`src/rtl/ram_lane_sweep.sv`:
```
// rtl/ram_lane_sweep.sv - single-port lane-masked RAM with registered read and hardware zero-sweep
module ram_lane_sweep #(
    parameter int WIDTH = 8,
    parameter int DEPTH = 4,
    parameter int LANE  = 4,
    localparam int LANES = WIDTH / LANE,
    localparam int AW    = (DEPTH > 2) ? $clog2(DEPTH) : 1
) (
    input  logic             clk,
    input  logic             clear,
    input  logic             en,
    input  logic             r_w,
    input  logic [AW-1:0]    addr,
    input  logic [WIDTH-1:0] din,
    input  logic [LANES-1:0] lane_we,
    input  logic             zero,
    output logic [WIDTH-1:0] dout,
    output logic             dout_valid,
    output logic             ready
);

    typedef enum logic {INIT, IDLE} state_t;

    localparam logic [AW:0]   DEPTH_V = (AW+1)'(DEPTH);
    localparam logic [AW-1:0] LAST    = AW'(DEPTH - 1);

    state_t          state, state_d;
    logic [AW-1:0]   ptr, ptr_d;
    logic            in_range;
    logic            sweep_we;
    logic            rd_go;
    logic            wr_go;
    logic [WIDTH-1:0] mem [DEPTH];

    // Non-power-of-two depths leave a hole at the top of the address space.
    assign in_range = ({1'b0, addr} < DEPTH_V);

    always_ff @(posedge clk or negedge clear) begin
        if (!clear) begin
            state <= INIT;
            ptr   <= '0;
        end else begin
            state <= state_d;
            ptr   <= ptr_d;
        end
    end

    always_comb begin
        state_d = state;
        ptr_d   = ptr;
        case (state)
            INIT: begin
                if (zero) begin
                    ptr_d = '0;
                end else if (ptr == LAST) begin
                    state_d = IDLE;
                    ptr_d   = '0;
                end else begin
                    ptr_d = ptr + AW'(1);
                end
            end
            IDLE: begin
                if (zero) begin
                    state_d = INIT;
                    ptr_d   = '0;
                end
            end
            default: begin
                state_d = INIT;
                ptr_d   = '0;
            end
        endcase
    end

    // A zero request in IDLE wins over any access presented in the same cycle.
    always_comb begin
        ready    = (state == IDLE);
        sweep_we = (state == INIT);
        rd_go    = (state == IDLE) && en && !zero && r_w;
        wr_go    = (state == IDLE) && en && !zero && !r_w && in_range;
    end

    always_ff @(posedge clk) begin
        if (sweep_we) begin
            mem[ptr] <= '0;
        end else if (wr_go) begin
            for (int i = 0; i < LANES; i++) begin
                if (lane_we[i]) begin
                    mem[addr][i*LANE +: LANE] <= din[i*LANE +: LANE];
                end
            end
        end
    end

    always_ff @(posedge clk or negedge clear) begin
        if (!clear) begin
            dout       <= '0;
            dout_valid <= 1'b0;
        end else begin
            dout_valid <= rd_go;
            if (rd_go) begin
                dout <= in_range ? mem[addr] : '0;
            end
        end
    end

endmodule
```
`config.mk`:
```
export PLATFORM = sky130hd
export DESIGN_NAME = ram_lane_sweep
export DESIGN_NICKNAME = d
export VERILOG_FILES = /design/src/rtl/ram_lane_sweep.sv
export SDC_FILE = /design/constraint.sdc
export NUM_CORES = 1
export LEC_CHECK = 0
export ABC_AREA = 1
export CORE_ASPECT_RATIO = 0.7
export CORE_MARGIN = 8
export CORE_UTILIZATION = 45
export CTS_BUF_LIST = sky130_fd_sc_hd__clkbuf_4 sky130_fd_sc_hd__clkbuf_8 sky130_fd_sc_hd__clkbuf_16
export CTS_CLUSTER_SIZE = 40
export DETAILED_ROUTE_END_ITERATION = 16
export PLACE_DENSITY = 0.68
export SYNTH_ARGS = -nofsm -noshare
export SYNTH_HDL_FRONTEND = slang
export SYNTH_SLANG_ARGS = --single-unit
```
`constraint.sdc`:
```
create_clock -name clk -period 1.8 [get_ports clk]
set_input_delay 0.36 -clock clk [delete_from_list [all_inputs] [get_ports clk]]
set_output_delay 0.36 -clock clk [all_outputs]
set_load 0.01 [all_outputs]
```
==> summary.md, run 1 <==
| Metric | Value |
|---|---|
| Drt via density | roughly 5 |
| Relative area change from synthesis to final layout | 26.7% |
| Worst-case clock buffer depth | 2 |
| Hold Fails Final Rpt | 0 |
| Final total negative setup slack | 0 ns |
| Average wire per standard cell | 14.9 um |
| Relative max-transition margin | approximately 66% |
| Max-Cap Viols | 0 |
| Total Routing Usage GR | between 10% and 20% |
| CP Max Fanout | 5 |
| Number of post-CTS setup repair buffers | 0 |
| Setup repair after global routing missed its margin | false |
| Minimum hold slack | ~0.4 ns |
| Fraction of final layout cells sized beyond drive strength 1 | between 10% and 20% |
| Path category of the worst min-delay check | in -> async |
| First-pass iteration count of the detailed router | 4 |
| Largest area contributor in the netlist | edfxtp_1 |
| Number of global-route vias before repair | ~1400 |
| Net Sw Frac | between 20% and 30% |
| Overall Power | 0.00280 W |
| Number of nets still failing antenna checks after routing | 0 |
| Number of flip-flops and latches in the synthesized netlist | 44 |
| Layout Cells excl Fill | 282 |
| Routed vias | 1448 |
| Total of buffers placed on input and output ports | 26 |
| HPWL after detailed placement | 3270 um |
| H-Tree Depth | 2 |
| Final cycle utilization of the critical path | 94.5% |
| Power share of the combinational group | 26.9% |
| CP Launch Type | flop |
| Initial core utilization | 47.7% |
| Maximum VDD drop | 0.000740 V |
| CTS clock-pin slew for the worst setup and hold paths | 0.08 ns |
| Final-report max-slew violation count | 0 |
| TritonCTS Buffers | 5 |
| # clock sinks | 44 |
| Count of mapped cells out of synthesis | 184 |
| Post-synth top flop | edfxtp_1 |
| Total instance count after detailed placement | roughly 280 |
| Cell area after synthesis | 1900 um2 |
| Net count after synthesis | 202 |
| GRT Residual Overflow | 0 |
| Total power divided by cell area | 1160 nW/um2 |
| Actual transition at the worst max-transition pin | 0.507 ns |
| Setup violations, final | 0 |
| Cell types with the largest area share after synthesis | edfxtp_1, dfrtp_1, o21ai_0, nand2_1, nor2_1 |
| Post-layout net count | 248 |
| Placeable core region | 3990 um2 |
| Highest achievable clock rate | 588 MHz |
| Worst skew pair latency | 0.29 ns |
| R2R Setup Slk | around 0.26 ns |
| Pin count of the biggest net entering global routing | 17 |
| Number of top-level pins | 27 |
| Worst EP arrival | around 1.3 ns |
| Die Footprint | 6600 um2 |
| Iter 0 DRT Violations | 103 |
| CTS Root Cell | clkbuf_8 |
| Leading post-synthesis cells by instance count | nand2_1, edfxtp_1, nor2_1 |
| Total Routed Length | 4210 um |
| Worst path required time | around 1.4 ns |
| Post-layout min period | about 1.7 ns |
| Row count | 19 |
| Sw power | 0.000802 W |
| Antenna violations before repair | 0 |
| Chip Width | 93.8 um |
| Internal power of the cells | 0.00200 W |
| Maximum clock skew at final layout | about 0.0062 ns |
| Most frequent cell after synthesis | nand2_1 |
| CP Capture Type | output pin |
| Mean Syn Cell Area | ~10 um2 |
| Stage delay of the slowest cell on the critical path | around 0.54 ns |
| Fraction of registers with async set/reset | 27.3% |
| Outcome | completed |
| Series of cell instances along the critical path | buf_4 > clkdlybuf4s50_1 |
| Reg power frac | a little over half |
| GPL Wtd Cong | 0.873 |
| Critical path start-end classification | reg -> out |
| Global-route wire length before repair | between 6000 and 7000 um |
| Diode count | 0 |
| Clock tree from TritonCTS | built |
| Leakage component of the power | 1.03 nW |
| Chip height | around 70 um |
| Share of the yosys chip area belonging to registers | 66.2% |
| Proportion of power drawn by the clock network | 20.0% |
| Area fraction of the dominant cell type after synthesis | 50.5% |
| Number of distinct library cell variants in the gate-level netlist after synthesis | 20 |
| DRC | 0 |
| Synth warn | 0 |
| Slowest stage cell on the critical path | clkdlybuf4s50_1 |
| Number of enable flip-flop cells after synthesis | 32 |
## power groups by stage
stage	logic, W	clock network, W	registers (W)
after detailed placement	0.000749	0	0.00151
after CTS	0.000753	0.000571	0.00149
final	0.000754	0.000560	0.00149
after global routing	0.000837	0.000621	0.00151
after floorplan	0.000318	0	0.00152
after global placement	0.000737	0	0.00150
## layer usage
layer / global-route usage [%] / share of wire, % / vias up
met3: 4.16 / 7.7 / 6
li1: - / - / 709
met1: 16.6 / 45 / 686
met5: 0 / 0 / -
met2: 20.4 / 45 / 47
met4: 7.18 / 1.8 / 0
## layout by cell type (no fill, tap or decap), types with 3 or more instances in the layout
master           netlist  routed
buf_4                  1      19
clkbuf_8               0       5
clkdlybuf4s50_1        0      26
dfrtp_1               12      12
edfxtp_1              32      32
inv_1                 18      18
inv_2                  3       3
nand2_1               34      34
nand4_1                5       5
nor2_1                32      31
o21ai_0               26      26
o22ai_1                8       8
## flip-flops by register name (all words and copies together), names as in the netlist
signal,flops
mem,32
ptr,2
dout,8
ready,1
dout_valid,1
## what timing repair did
action                                  in CTS  in global routing
gates resized for setup                      0                  1
endpoints found under the hold margin        0                  0
endpoints found under the setup margin       0                  4
hold buffers                                 0                  0
## metrics by stage
step	worst slack, ns	cell area (um2)	utilization, %
6_report	0.0987	2410	60.4
5_1_grt	0.00519	2410	60.4
2_1_floorplan	0.234	1900	-
3_5_place_dp	-0.195	2330	58.5
4_1_cts	0.0718	2410	60.4
3_3_place_gp	-0.154	2330	58.5
## path summary, 6_finish.rpt
path                       startpoint          to  cells after the start
min in group clk              dout[2]     dout[2]                      2
max reg2reg                     ready   mem[2][6]                      8
max in group asynchronous       clear     dout[0]                      1
min                             clear  dout_valid                      1
min reg2reg                   dout[2]     dout[2]                      2
max                             ready       ready                      2
## worst max-delay path: cells and delay by family, from the launching register on
family                 cells  cell delay, ns
DFF                        1            0.37
buffers and inverters      2            0.68
## logic make-up (layout without fill, tap and decap cells)
kind of cell    count (synthesis)  in the layout  share of synthesized area (%)
fa+ha+maj                       1              1                          0.657
flops                          44             44                           66.2
simple gates                   77             77                           17.3
compound gates                 35             35                           9.72
buf+inv                        27             73                           6.11
## cell type report
| type | count | area (um2) |
|---|---|---|
| fillers | 339 | 1580 |
| flip-flops and latches | 44 | 1260 |
| multi-input cells | 113 | 529 |
| repair buffers | 45 | 403 |
| inverters | 21 | 78.8 |
| clock buffers | 5 | 68.8 |
| well taps | 52 | 65.1 |
| clock inverters | 2 | 7.51 |
Note: power is estimated with default switching activity, not from simulation.
==> run 2: changes to the inputs <==
Settings changed: PLACE_DENSITY 0.68 to 0.75.
==> run 2 against run 1 <==
Core utilization grew 1.8 points. Sequential power is essentially flat. First-iteration DRC count grew 20%. Clock power grew 33%. Maximum frequency shrank 0.45%. Highest routed layer unchanged. Global-route usage grew 0.37 points. Worst hold slack gained 0.010 ns. Routed wire length grew 1.9%. Clock-buffer cell count is the same. Design area grew 3.0%. Largest power group unchanged. Critical path depth is the same.
==> summary.md, run 2 (synthesis gave the netlist of run 1 again) <==
| Metric | Value |
|---|---|
| Flip-flop count of the largest register after layout | 32 (unchanged) |
| Number of top-level pins | 27 (unchanged) |
| Critical path start-end classification | reg -> out (unchanged) |
| GRT Residual Overflow | 0 (unchanged) |
| First-pass iteration count of the detailed router | 5 (was 4) |
| Number of global-route vias before repair | 1382 (was 1425) |
| Post-layout net count | 253 (was 248) |
| Pin count of the biggest net entering global routing | 17 (unchanged) |
| CP Capture Type | output pin (unchanged) |
| Worst skew pair latency | 0.30 ns (was 0.29 ns) |
| Fraction of final layout cells sized beyond drive strength 1 | 16.9% (was 14.3%) |
| Number of nets still failing antenna checks after routing | 0 (unchanged) |
| Final cycle utilization of the critical path | 94.9% (was 94.5%) |
| Biggest regs | mem: 32 flops, dout: 8 flops, ptr: 2 flops (unchanged) |
| Initial core utilization | 47.7% (unchanged) |
| Die Footprint | 6600 um2 (unchanged) |
| Number of post-CTS setup repair buffers | 0 (unchanged) |
| Post-layout min period | 1.71 ns (was 1.70 ns) |
| Net Sw Frac | 27.8% (was 28.7%) |
| Path category of the worst min-delay check | in -> async (unchanged) |
| Maximum clock skew at final layout | 0.00565 ns (was 0.00617 ns) |
| Stage delay of the slowest cell on the critical path | 0.53 ns (was 0.54 ns) |
| Actual transition at the worst max-transition pin | 0.539 ns (was 0.507 ns) |
| TritonCTS Buffers | 5 (unchanged) |
| # clock sinks | 44 (unchanged) |
| Relative area change from synthesis to final layout | 30.6% (was 26.7%) |
| CTS clock-pin slew for the worst setup and hold paths | 0.08 ns (about the same) |
| Relative max-transition margin | 64.0% (was 66.1%) |
| Number of buffers inserted for hold repair after clock tree synthesis | 0 (unchanged) |
| Reg power frac | 49.4% (was 53.1%) |
| CP Max Fanout | 5 (unchanged) |
| Worst reg2reg path startpoint | ready (unchanged) |
| Final-report max-slew violation count | 0 (unchanged) |
| Hold Fails Final Rpt | 0 (unchanged) |
| Most common library cell in the layout ignoring fill and taps | nand2_1 (unchanged) |
| Largest reg by FF count | mem (unchanged) |
| Total area of sequential cells | 1260 um2 (unchanged) |
| Maximum VDD drop | 0.000717 V (was 0.000740 V) |
| Minimum hold slack | 0.409 ns (was 0.399 ns) |
| DRC | 0 (unchanged) |
| Series of cell instances along the critical path | buf_4 > clkdlybuf4s50_1 (unchanged) |
| Max-Cap Viols | 0 (unchanged) |
| Total Routing Usage GR | 13.8% (was 13.5%) |
| Sw power | 0.000833 W (was 0.000802 W) |
| Chip height | 70.4 um (unchanged) |
| Drt via density | 4.99 (was 5.13) |
| Placeable core region | 3990 um2 (unchanged) |
| Most used cells in the layout excluding fill and tap cells | nand2_1, edfxtp_1, nor2_1 (unchanged) |
| Internal power of the cells | 0.00216 W (was 0.00200 W) |
| Iter 0 DRT Violations | 124 (was 103) |
| Multi-input gate area in the final layout | 529 um2 (unchanged) |
| Highest achievable clock rate | 585 MHz (was 588 MHz) |
| R2r worst-path depth | 9 (was 8) |
| Slowest stage cell on the critical path | clkdlybuf4s50_1 (unchanged) |
| Antenna violations before repair | 0 (unchanged) |
| GPL Wtd Cong | 0.841 (was 0.873) |
| Outcome | completed (unchanged) |
| Number of fill cells in the layout | 330 (was 339) |
| Setup repair after global routing missed its margin | false (unchanged) |
| Diode count | 0 (unchanged) |
| Worst-case clock buffer depth | 2 (unchanged) |
| HPWL after detailed placement | 3180 um (was 3270 um) |
| Total of buffers placed on input and output ports | 26 (unchanged) |
| Proportion of power drawn by the clock network | 25.0% (was 20.0%) |
| Total Routed Length | 4290 um (was 4210 um) |
| First element of the critical path | ready (unchanged) |
| CP Launch Type | flop (unchanged) |
| Clock tree from TritonCTS | built (unchanged) |
| Chip Width | 93.8 um (unchanged) |
| Fraction of the core area covered by cells at the end of the flow | 62.2% (was 60.4%) |
| Total power divided by cell area | 1200 nW/um2 (was 1160 nW/um2) |
| Routed vias | 1436 (was 1448) |
| H-Tree Depth | 2 (unchanged) |
| Worst EP arrival | 1.35 ns (was 1.34 ns) |
| Row count | 19 (unchanged) |
| Leakage component of the power | 1.08 nW (was 1.03 nW) |
| Post-cts resize count | 0 (unchanged) |
| Worst path required time | 1.44 ns (about the same) |
| Global-route wire length before repair | 7080 um (was 6850 um) |
| Power share of the combinational group | 25.7% (was 26.9%) |
| Setup violations, final | 0 (unchanged) |
| Average wire per standard cell | 14.9 um (about the same) |
| CTS Root Cell | clkbuf_8 (unchanged) |
[run 2: cell types whose count changed in the layout (fill, tap and decap cells not counted)]
cell,delta
buf_4,+5
bufinv_16,+1
clkinv_1,-1
clkinv_4,+1
[run 2: worst max-delay path: cells and delay by family (launching register included)]
kind,cells,cell delay (ns)
buffers and inverters,2,0.68
flip-flops,1,0.37
[run 2: per-stage QoR]
step / instances / setup TNS, ns / instance area (um2) / worst slack (ns) / total power (W)
final: 288 / 0 / 2490 / 0.0910 / 0.00300
after global routing: 288 / 0 / 2490 / 0.0116 / 0.00317
after CTS: 288 / 0 / 2480 / 0.0695 / 0.00302
after detailed placement: 280 / -5.26 / 2370 / -0.203 / 0.00227
after global placement: 280 / -4.26 / 2370 / -0.162 / 0.00225
after floorplan: 184 / 0 / 1900 / 0.234 / 0.00184
[run 2: metal layers]
metal | global-route usage [%] | share of wire (%) | vias up
met4 | 5.95 | 0.96 | 0
li1 | - | - | 722
met3 | 4.16 | 11 | 5
met1 | 19.4 | 46 | 648
met5 | 0 | 0 | -
met2 | 19.0 | 43 | 61
[run 2: path summary, 6_finish.rpt]
path	end	slack, ns
setup reg to reg	mem[0][0]	0.29
min in group clk	dout[4]	0.51
hold / removal	dout[2]	0.41
hold reg to reg	dout[4]	0.51
max in group asynchronous	ready	1.04
setup / recovery	ready	0.09
[run 2: final cells by class]
class / count / share of cell area, %
Timing Repair Buffer: 50 / 17.7
Clock buffer: 5 / 2.77
Clock inverter: 3 / 1.71
Inverter: 21 / 3.17
Multi-Input combinational cell: 113 / 21.3
Tap cell: 52 / 2.62
Sequential cell: 44 / 50.7
[run 2: power by group through the flow]
stage,clock (W),sequential [W],combinational (W)
floorplan,0,0.00152,0.000318
global placement,0,0.00149,0.000756
detailed placement,0,0.00150,0.000770
CTS,0.000761,0.00148,0.000778
global route,0.000810,0.00151,0.000858
finish,0.000747,0.00148,0.000770
==> run 3: changes to the inputs <==
Settings changed: MAX_ROUTING_LAYER from default to met4.
==> results of run 3 <==
The final DEF is identical to that of run 2; final timing and power are the same.
Main changes from that run: final weighted congestion in routability-driven placement 0.841 -> 0.854; overall routing resource usage 13.8% -> 14.2%
